==> src/rtl/sram_streamer.sv <==
// sram_streamer: reads a burst of SRAM words and emits them on a valid/ready stream.
// Optional macro SRAM_STREAMER_STRIDE_EN adds a stride input; otherwise addresses step by 1.
module sram_streamer #(
    parameter int DATA_WIDTH = 8,
    parameter int ADDR_WIDTH = 10,
    parameter int LEN_WIDTH  = 11
) (
    input  logic                  clk,
    input  logic                  rst_n,
    input  logic                  start,
    input  logic [ADDR_WIDTH-1:0] base_addr,
    input  logic [LEN_WIDTH-1:0]  length,
`ifdef SRAM_STREAMER_STRIDE_EN
    input  logic [ADDR_WIDTH-1:0] stride,
`endif
    output logic                  busy,
    output logic                  done,
    output logic                  sram_we,
    output logic [ADDR_WIDTH-1:0] sram_addr,
    input  logic [DATA_WIDTH-1:0] sram_dout,
    output logic [DATA_WIDTH-1:0] m_data,
    output logic                  m_valid,
    input  logic                  m_ready
);

    // state | meaning
    // IDLE  | waiting for start; zero-length requests complete from here
    // RUN   | issuing one read per cycle while the FIFO has room
    // DRAIN | every read issued, emptying the FIFO until the last handshake
    typedef enum logic [1:0] {
        S_IDLE  = 2'd0,
        S_RUN   = 2'd1,
        S_DRAIN = 2'd2
    } state_t;

    state_t                  r_state;
    state_t                  w_next_state;

    logic [ADDR_WIDTH-1:0]   w_stride;
    logic [ADDR_WIDTH-1:0]   r_stride;
    logic [ADDR_WIDTH-1:0]   r_next_addr;
    logic [ADDR_WIDTH-1:0]   r_sram_addr;
    logic [LEN_WIDTH-1:0]    r_remaining;
    logic                    r_pend;
    logic                    r_done;

    logic [DATA_WIDTH-1:0]   r_fifo [2];
    logic                    r_wr_ptr;
    logic                    r_rd_ptr;
    logic [1:0]              r_count;

    logic                    w_push;
    logic                    w_pop;
    logic                    w_issue;
    logic                    w_load;
    logic                    w_done_set;
    logic [2:0]              w_occupancy;
    logic [2:0]              w_room_limit;

`ifdef SRAM_STREAMER_STRIDE_EN
    assign w_stride = stride;
`else
    assign w_stride = ADDR_WIDTH'(1);
`endif

    assign m_valid      = (r_count != 2'd0);
    assign m_data       = r_fifo[r_rd_ptr];
    assign w_pop        = m_valid & m_ready;
    assign w_push       = r_pend;
    assign w_occupancy  = {1'b0, r_count} + {2'b00, r_pend};
    // A pop this cycle frees a slot in time for the read issued now.
    assign w_room_limit = 3'd2 + {2'b00, w_pop};

    assign busy      = (r_state != S_IDLE);
    assign done      = r_done;
    assign sram_we   = 1'b0;
    assign sram_addr = r_sram_addr;

    always_ff @(posedge clk or negedge rst_n) begin
        if (!rst_n) begin
            r_state <= S_IDLE;
        end else begin
            r_state <= w_next_state;
        end
    end

    always_comb begin
        w_next_state = r_state;
        w_issue      = 1'b0;
        w_load       = 1'b0;
        w_done_set   = 1'b0;
        case (r_state)
            S_IDLE: begin
                if (start) begin
                    if (length == '0) begin
                        w_done_set = 1'b1;
                    end else begin
                        w_load       = 1'b1;
                        w_next_state = S_RUN;
                    end
                end
            end
            S_RUN: begin
                if (w_occupancy < w_room_limit) begin
                    w_issue = 1'b1;
                    if (r_remaining == LEN_WIDTH'(1)) begin
                        w_next_state = S_DRAIN;
                    end
                end
            end
            S_DRAIN: begin
                if (w_pop && (r_count == 2'd1) && !r_pend) begin
                    w_next_state = S_IDLE;
                    w_done_set   = 1'b1;
                end
            end
            default: begin
                w_next_state = S_IDLE;
            end
        endcase
    end

    always_ff @(posedge clk or negedge rst_n) begin
        if (!rst_n) begin
            r_stride    <= '0;
            r_next_addr <= '0;
            r_sram_addr <= '0;
            r_remaining <= '0;
            r_pend      <= 1'b0;
            r_done      <= 1'b0;
        end else begin
            r_done <= w_done_set;
            r_pend <= w_issue;
            if (w_load) begin
                r_next_addr <= base_addr;
                r_remaining <= length;
                r_stride    <= w_stride;
            end else if (w_issue) begin
                r_sram_addr <= r_next_addr;
                r_next_addr <= r_next_addr + r_stride;
                r_remaining <= r_remaining - LEN_WIDTH'(1);
            end
        end
    end

    // Read data is captured only in the cycle after an issue; the SRAM drives dout continuously.
    always_ff @(posedge clk or negedge rst_n) begin
        if (!rst_n) begin
            r_fifo[0] <= '0;
            r_fifo[1] <= '0;
            r_wr_ptr  <= 1'b0;
            r_rd_ptr  <= 1'b0;
            r_count   <= 2'd0;
        end else begin
            if (w_push) begin
                r_fifo[r_wr_ptr] <= sram_dout;
                r_wr_ptr         <= ~r_wr_ptr;
            end
            if (w_pop) begin
                r_rd_ptr <= ~r_rd_ptr;
            end
            case ({w_push, w_pop})
                2'b10:   r_count <= r_count + 2'd1;
                2'b01:   r_count <= r_count - 2'd1;
                default: r_count <= r_count;
            endcase
        end
    end

endmodule

==> config.mk <==
export PLATFORM = sky130hd
export DESIGN_NAME = sram_streamer
export DESIGN_NICKNAME = d
export VERILOG_FILES = /design/src/rtl/sram_streamer.sv
export SDC_FILE = /design/constraint.sdc
export NUM_CORES = 1
export LEC_CHECK = 0
export CORE_UTILIZATION = 52
export CTS_BUF_LIST = sky130_fd_sc_hd__clkbuf_4 sky130_fd_sc_hd__clkbuf_8
export DETAILED_ROUTE_END_ITERATION = 6
export PLACE_DENSITY = 0.8
export SLEW_MARGIN = 20
export SYNTH_ARGS = -nofsm -noshare
export SYNTH_HDL_FRONTEND = slang
export SYNTH_SLANG_ARGS = --single-unit
==> constraint.sdc <==
create_clock -name clk -period 4.8 [get_ports clk]
set_input_delay 0.96 -clock clk [delete_from_list [all_inputs] [get_ports clk]]
set_output_delay 0.96 -clock clk [all_outputs]
set_load 0.1 [all_outputs]
==> results.md <==
* Status: finished clean
* Crit path required time at 4990 ps
* Final core utilization at 0.681
* DR DRC count at 0
* Critical path endpoint category: register
* Final HPWL DP at 4450 um
* Share of cells above drive strength 1 at 0.146
* WL final at 6210 um
* Reg clk slew, reported paths at 100 ps
* WHS Path Cells at 2
* Synthesized area at 2840 um2
* Post-CTS Repair Setup Buffers at 0
* Clock Skew at 8.41 ps
* Die Wd at 75.9 um
* Synth Flop Type: dfrtp_1
* Starting Density at 0.549
* Post-synth EDFFs at 0
* WHS Endpoint: sram_addr[1]$_DFFE_PN0P_
* Worst-path maximum fanout at 30
* CTS Root Cell: clkbuf_8
* Unrepaired setup endpoints after global routing: false
* Synth cell types at 49
* Cells after synthesis at 268
* Async SR Flop Fraction at 1.00
* Port Buffer Count at 53
* Final WS setup at 1490 ps
* Worst r2r dst: r_remaining[9]$_DFFE_PN0P_
* Post-CTS sizing at 0
* Area leader, netlist: dfrtp_1
* Hold WS at 483 ps
* Total die area at 5760 um2
* Worst-Skew Late Latency at 310 ps
* Multi-input logic area at 1330 um2
* Number of routed nets with antenna violations at 0
* Setup Viol. Count Final at 0
* Vias per cell at 5.71
* Critical path class: in2reg
* Worst endpoint data arrival time at 3500 ps
* Worst Tran Pin Value at 979 ps
* Largest stage delay, worst path at 480 ps
* Flop-to-flop setup slack at 1890 ps
* Cell count of the worst reg-to-reg path at 8
* Largest cells by area after synthesis: dfrtp_1 (49%), mux2_2 (9.5%), nand2_1 (4.5%), ha_1 (4.0%), a221o_1 (2.1%)
* Row count at 26
* Routed vias at 2243
* Fin. Hold Viols at 0
* Gr usage total at 0.237
* DRT iter0 DRCs at 182
* Sequential element share of the synthesized area at 0.493
* Slowest stage cell on the critical path: clkdlybuf4s50_1
* Slew HR at 0.345
* Area growth syn-to-layout at 24.0%
* Vias in the first global route at 2225
* Post-CTS Hold Fix Bufs at 0
* Clock sink total at 56
* Register bit total from synthesis at 56
* Largest net degree at the start of global routing at 57
* Post-layout minimum cycle time at 3310 ps
* Crit-path cells: clkdlybuf4s50_1 > or3b_2 > a211o_1 > buf_4 > inv_1 > mux2_4 > a221o_1
* TritonCTS Buffers at 5
* Top-Level Pins at 55
* CORE AREA at 5170 um2
* CTS tree: built
* Setup tns final at 0 ps
* Placer Congestion at 0.834
* Number of fill cells at 400
* Avg Cell Area, Syn at 10.6 um2
* Fin crit share at 0.689
* Number of synthesis warnings at 0
* Fmax at 302 MHz
* First-pass GRT wire length at 10800 um
* Max Cap Violations at 0
* Total grt overflow at 0
* Final Max Tran Viols at 0
* CTS H-Tree Depth at 2
* Worst r2r src: r_count[0]$_DFFE_PN0P_
* Wire per inst at 15.8 um
* Syn_nets at 310
* DP Worst Slack at 1180 ps
* Layout Nets at 364
* Min-delay src: sram_addr[1]$_DFFE_PN0P_
* Yosys top cell area share at 0.493
* Clock buffer depth at 2
* Initial DRT Pass Iterations at 4
* Die Height at 75.9 um
* Worst hold path type: reg2reg
* Worst setup SP type: primary input
* Ant diodes at 0
* Flip-flop and latch area at 1400 um2
* Initial antenna violation count at 0
-- cell usage after synthesis, drive strengths merged (2+ instances only) --
cell type / number
o211ai: 3
a21oi: 7
ha: 9
a32oi: 4
nand2b: 5
a221o: 7
or3: 3
a32o: 2
buf: 6
o21ai: 12
nor3: 7
nor3b: 3
nand3: 12
and3: 4
or4: 6
o31ai: 4
dfrtp: 56
nor2: 7
nand2: 34
inv: 15
a22oi: 5
o21a: 2
mux2i: 2
or3b: 2
mux2: 25
xor2: 3
xnor2: 2
clkbuf: 5
-- critical path: cells and delay by family --
family          cells  cell delay [ps]
buf+inv             3             1150
compound gates      2              590
simple gates        1              460
mux                 1              340
-- logic make-up after synthesis --
logic type,Yosys count,synth area share
simple gates,89,0.162
fa+ha+maj,9,0.0396
compound gates,55,0.141
buf+inv,26,0.0396
flops,56,0.493
mux,27,0.107
xor+xnor,5,0.0154
other cells,1,0.00132
-- flip-flops by register name (all words and copies together), names as in the netlist --
signal	cells
r_fifo	16
r_remaining	11
r_next_addr	10
sram_addr	10
r_count	2
r_state	2
done	1
r_pend	1
r_rd_ptr	1
r_stride	1
r_wr_ptr	1
-- how the worst max path moves through the flow --
stage | from | endpoint | slack (ps)
after floorplan | length[3] | r_next_addr[5]$_DFFE_PN0P_ | 2280
after global placement | m_ready | r_remaining[9]$_DFFE_PN0P_ | 1210
after detailed placement | m_ready | r_remaining[9]$_DFFE_PN0P_ | 1180
after CTS | m_ready | r_remaining[9]$_DFFE_PN0P_ | 1520
after global routing | m_ready | r_next_addr[2]$_DFFE_PN0P_ | 1420
final | m_ready | r_remaining[9]$_DFFE_PN0P_ | 1490
-- through the flow --
stage / area [um2] / std cells
floorplan: 2840 / 268
global placement: 3440 / 385
detailed placement: 3440 / 385
CTS: 3520 / 393
global route: 3520 / 393
finish: 3520 / 393
-- cell type report --
| cell class | instances | share of cell area |
|---|---|---|
| clock buffers | 5 | 0.0195 |
| clock inverters | 3 | 0.00533 |
| inverters | 15 | 0.0160 |
| multi-input cells | 186 | 0.377 |
| flip-flops and latches | 56 | 0.398 |
| well taps | 70 | 0.0249 |
| repair buffers | 58 | 0.160 |
-- cell usage in the layout (no fill, tap or decap), types with 2 or more instances in the layout --
| cell | count |
|---|---|
| mux2_2 | 24 |
| inv_1 | 15 |
| and3_1 | 4 |
| nor3b_1 | 3 |
| a221o_1 | 6 |
| o21a_1 | 2 |
| nand2b_1 | 5 |
| a32oi_1 | 4 |
| nand2_1 | 34 |
| clkbuf_8 | 5 |
| mux2i_1 | 2 |
| o31ai_1 | 4 |
| xnor2_1 | 2 |
| xor2_1 | 3 |
| a21oi_1 | 7 |
| nor3_1 | 7 |
| a32o_1 | 2 |
| o21ai_0 | 12 |
| a22oi_1 | 5 |
| or3b_2 | 2 |
| ha_1 | 9 |
| or4_4 | 2 |
| clkdlybuf4s50_1 | 52 |
| clkinv_2 | 2 |
| nor2_1 | 7 |
| o211ai_1 | 3 |
| buf_4 | 5 |
| or4_1 | 4 |
| or3_1 | 2 |
| nand3_1 | 12 |
| dfrtp_1 | 56 |
-- routing by layer --
metal	GRT usage	up-vias	routed length (um)
met2	0.393	56	3140
met1	0.314	1101	2770
met4	0.0673	0	28
met3	0.0518	2	263
li1	-	1084	-
met5	0	-	0
Power is not shown: default switching activity piles up to over one toggle a cycle in this logic, so the estimate is an artifact.
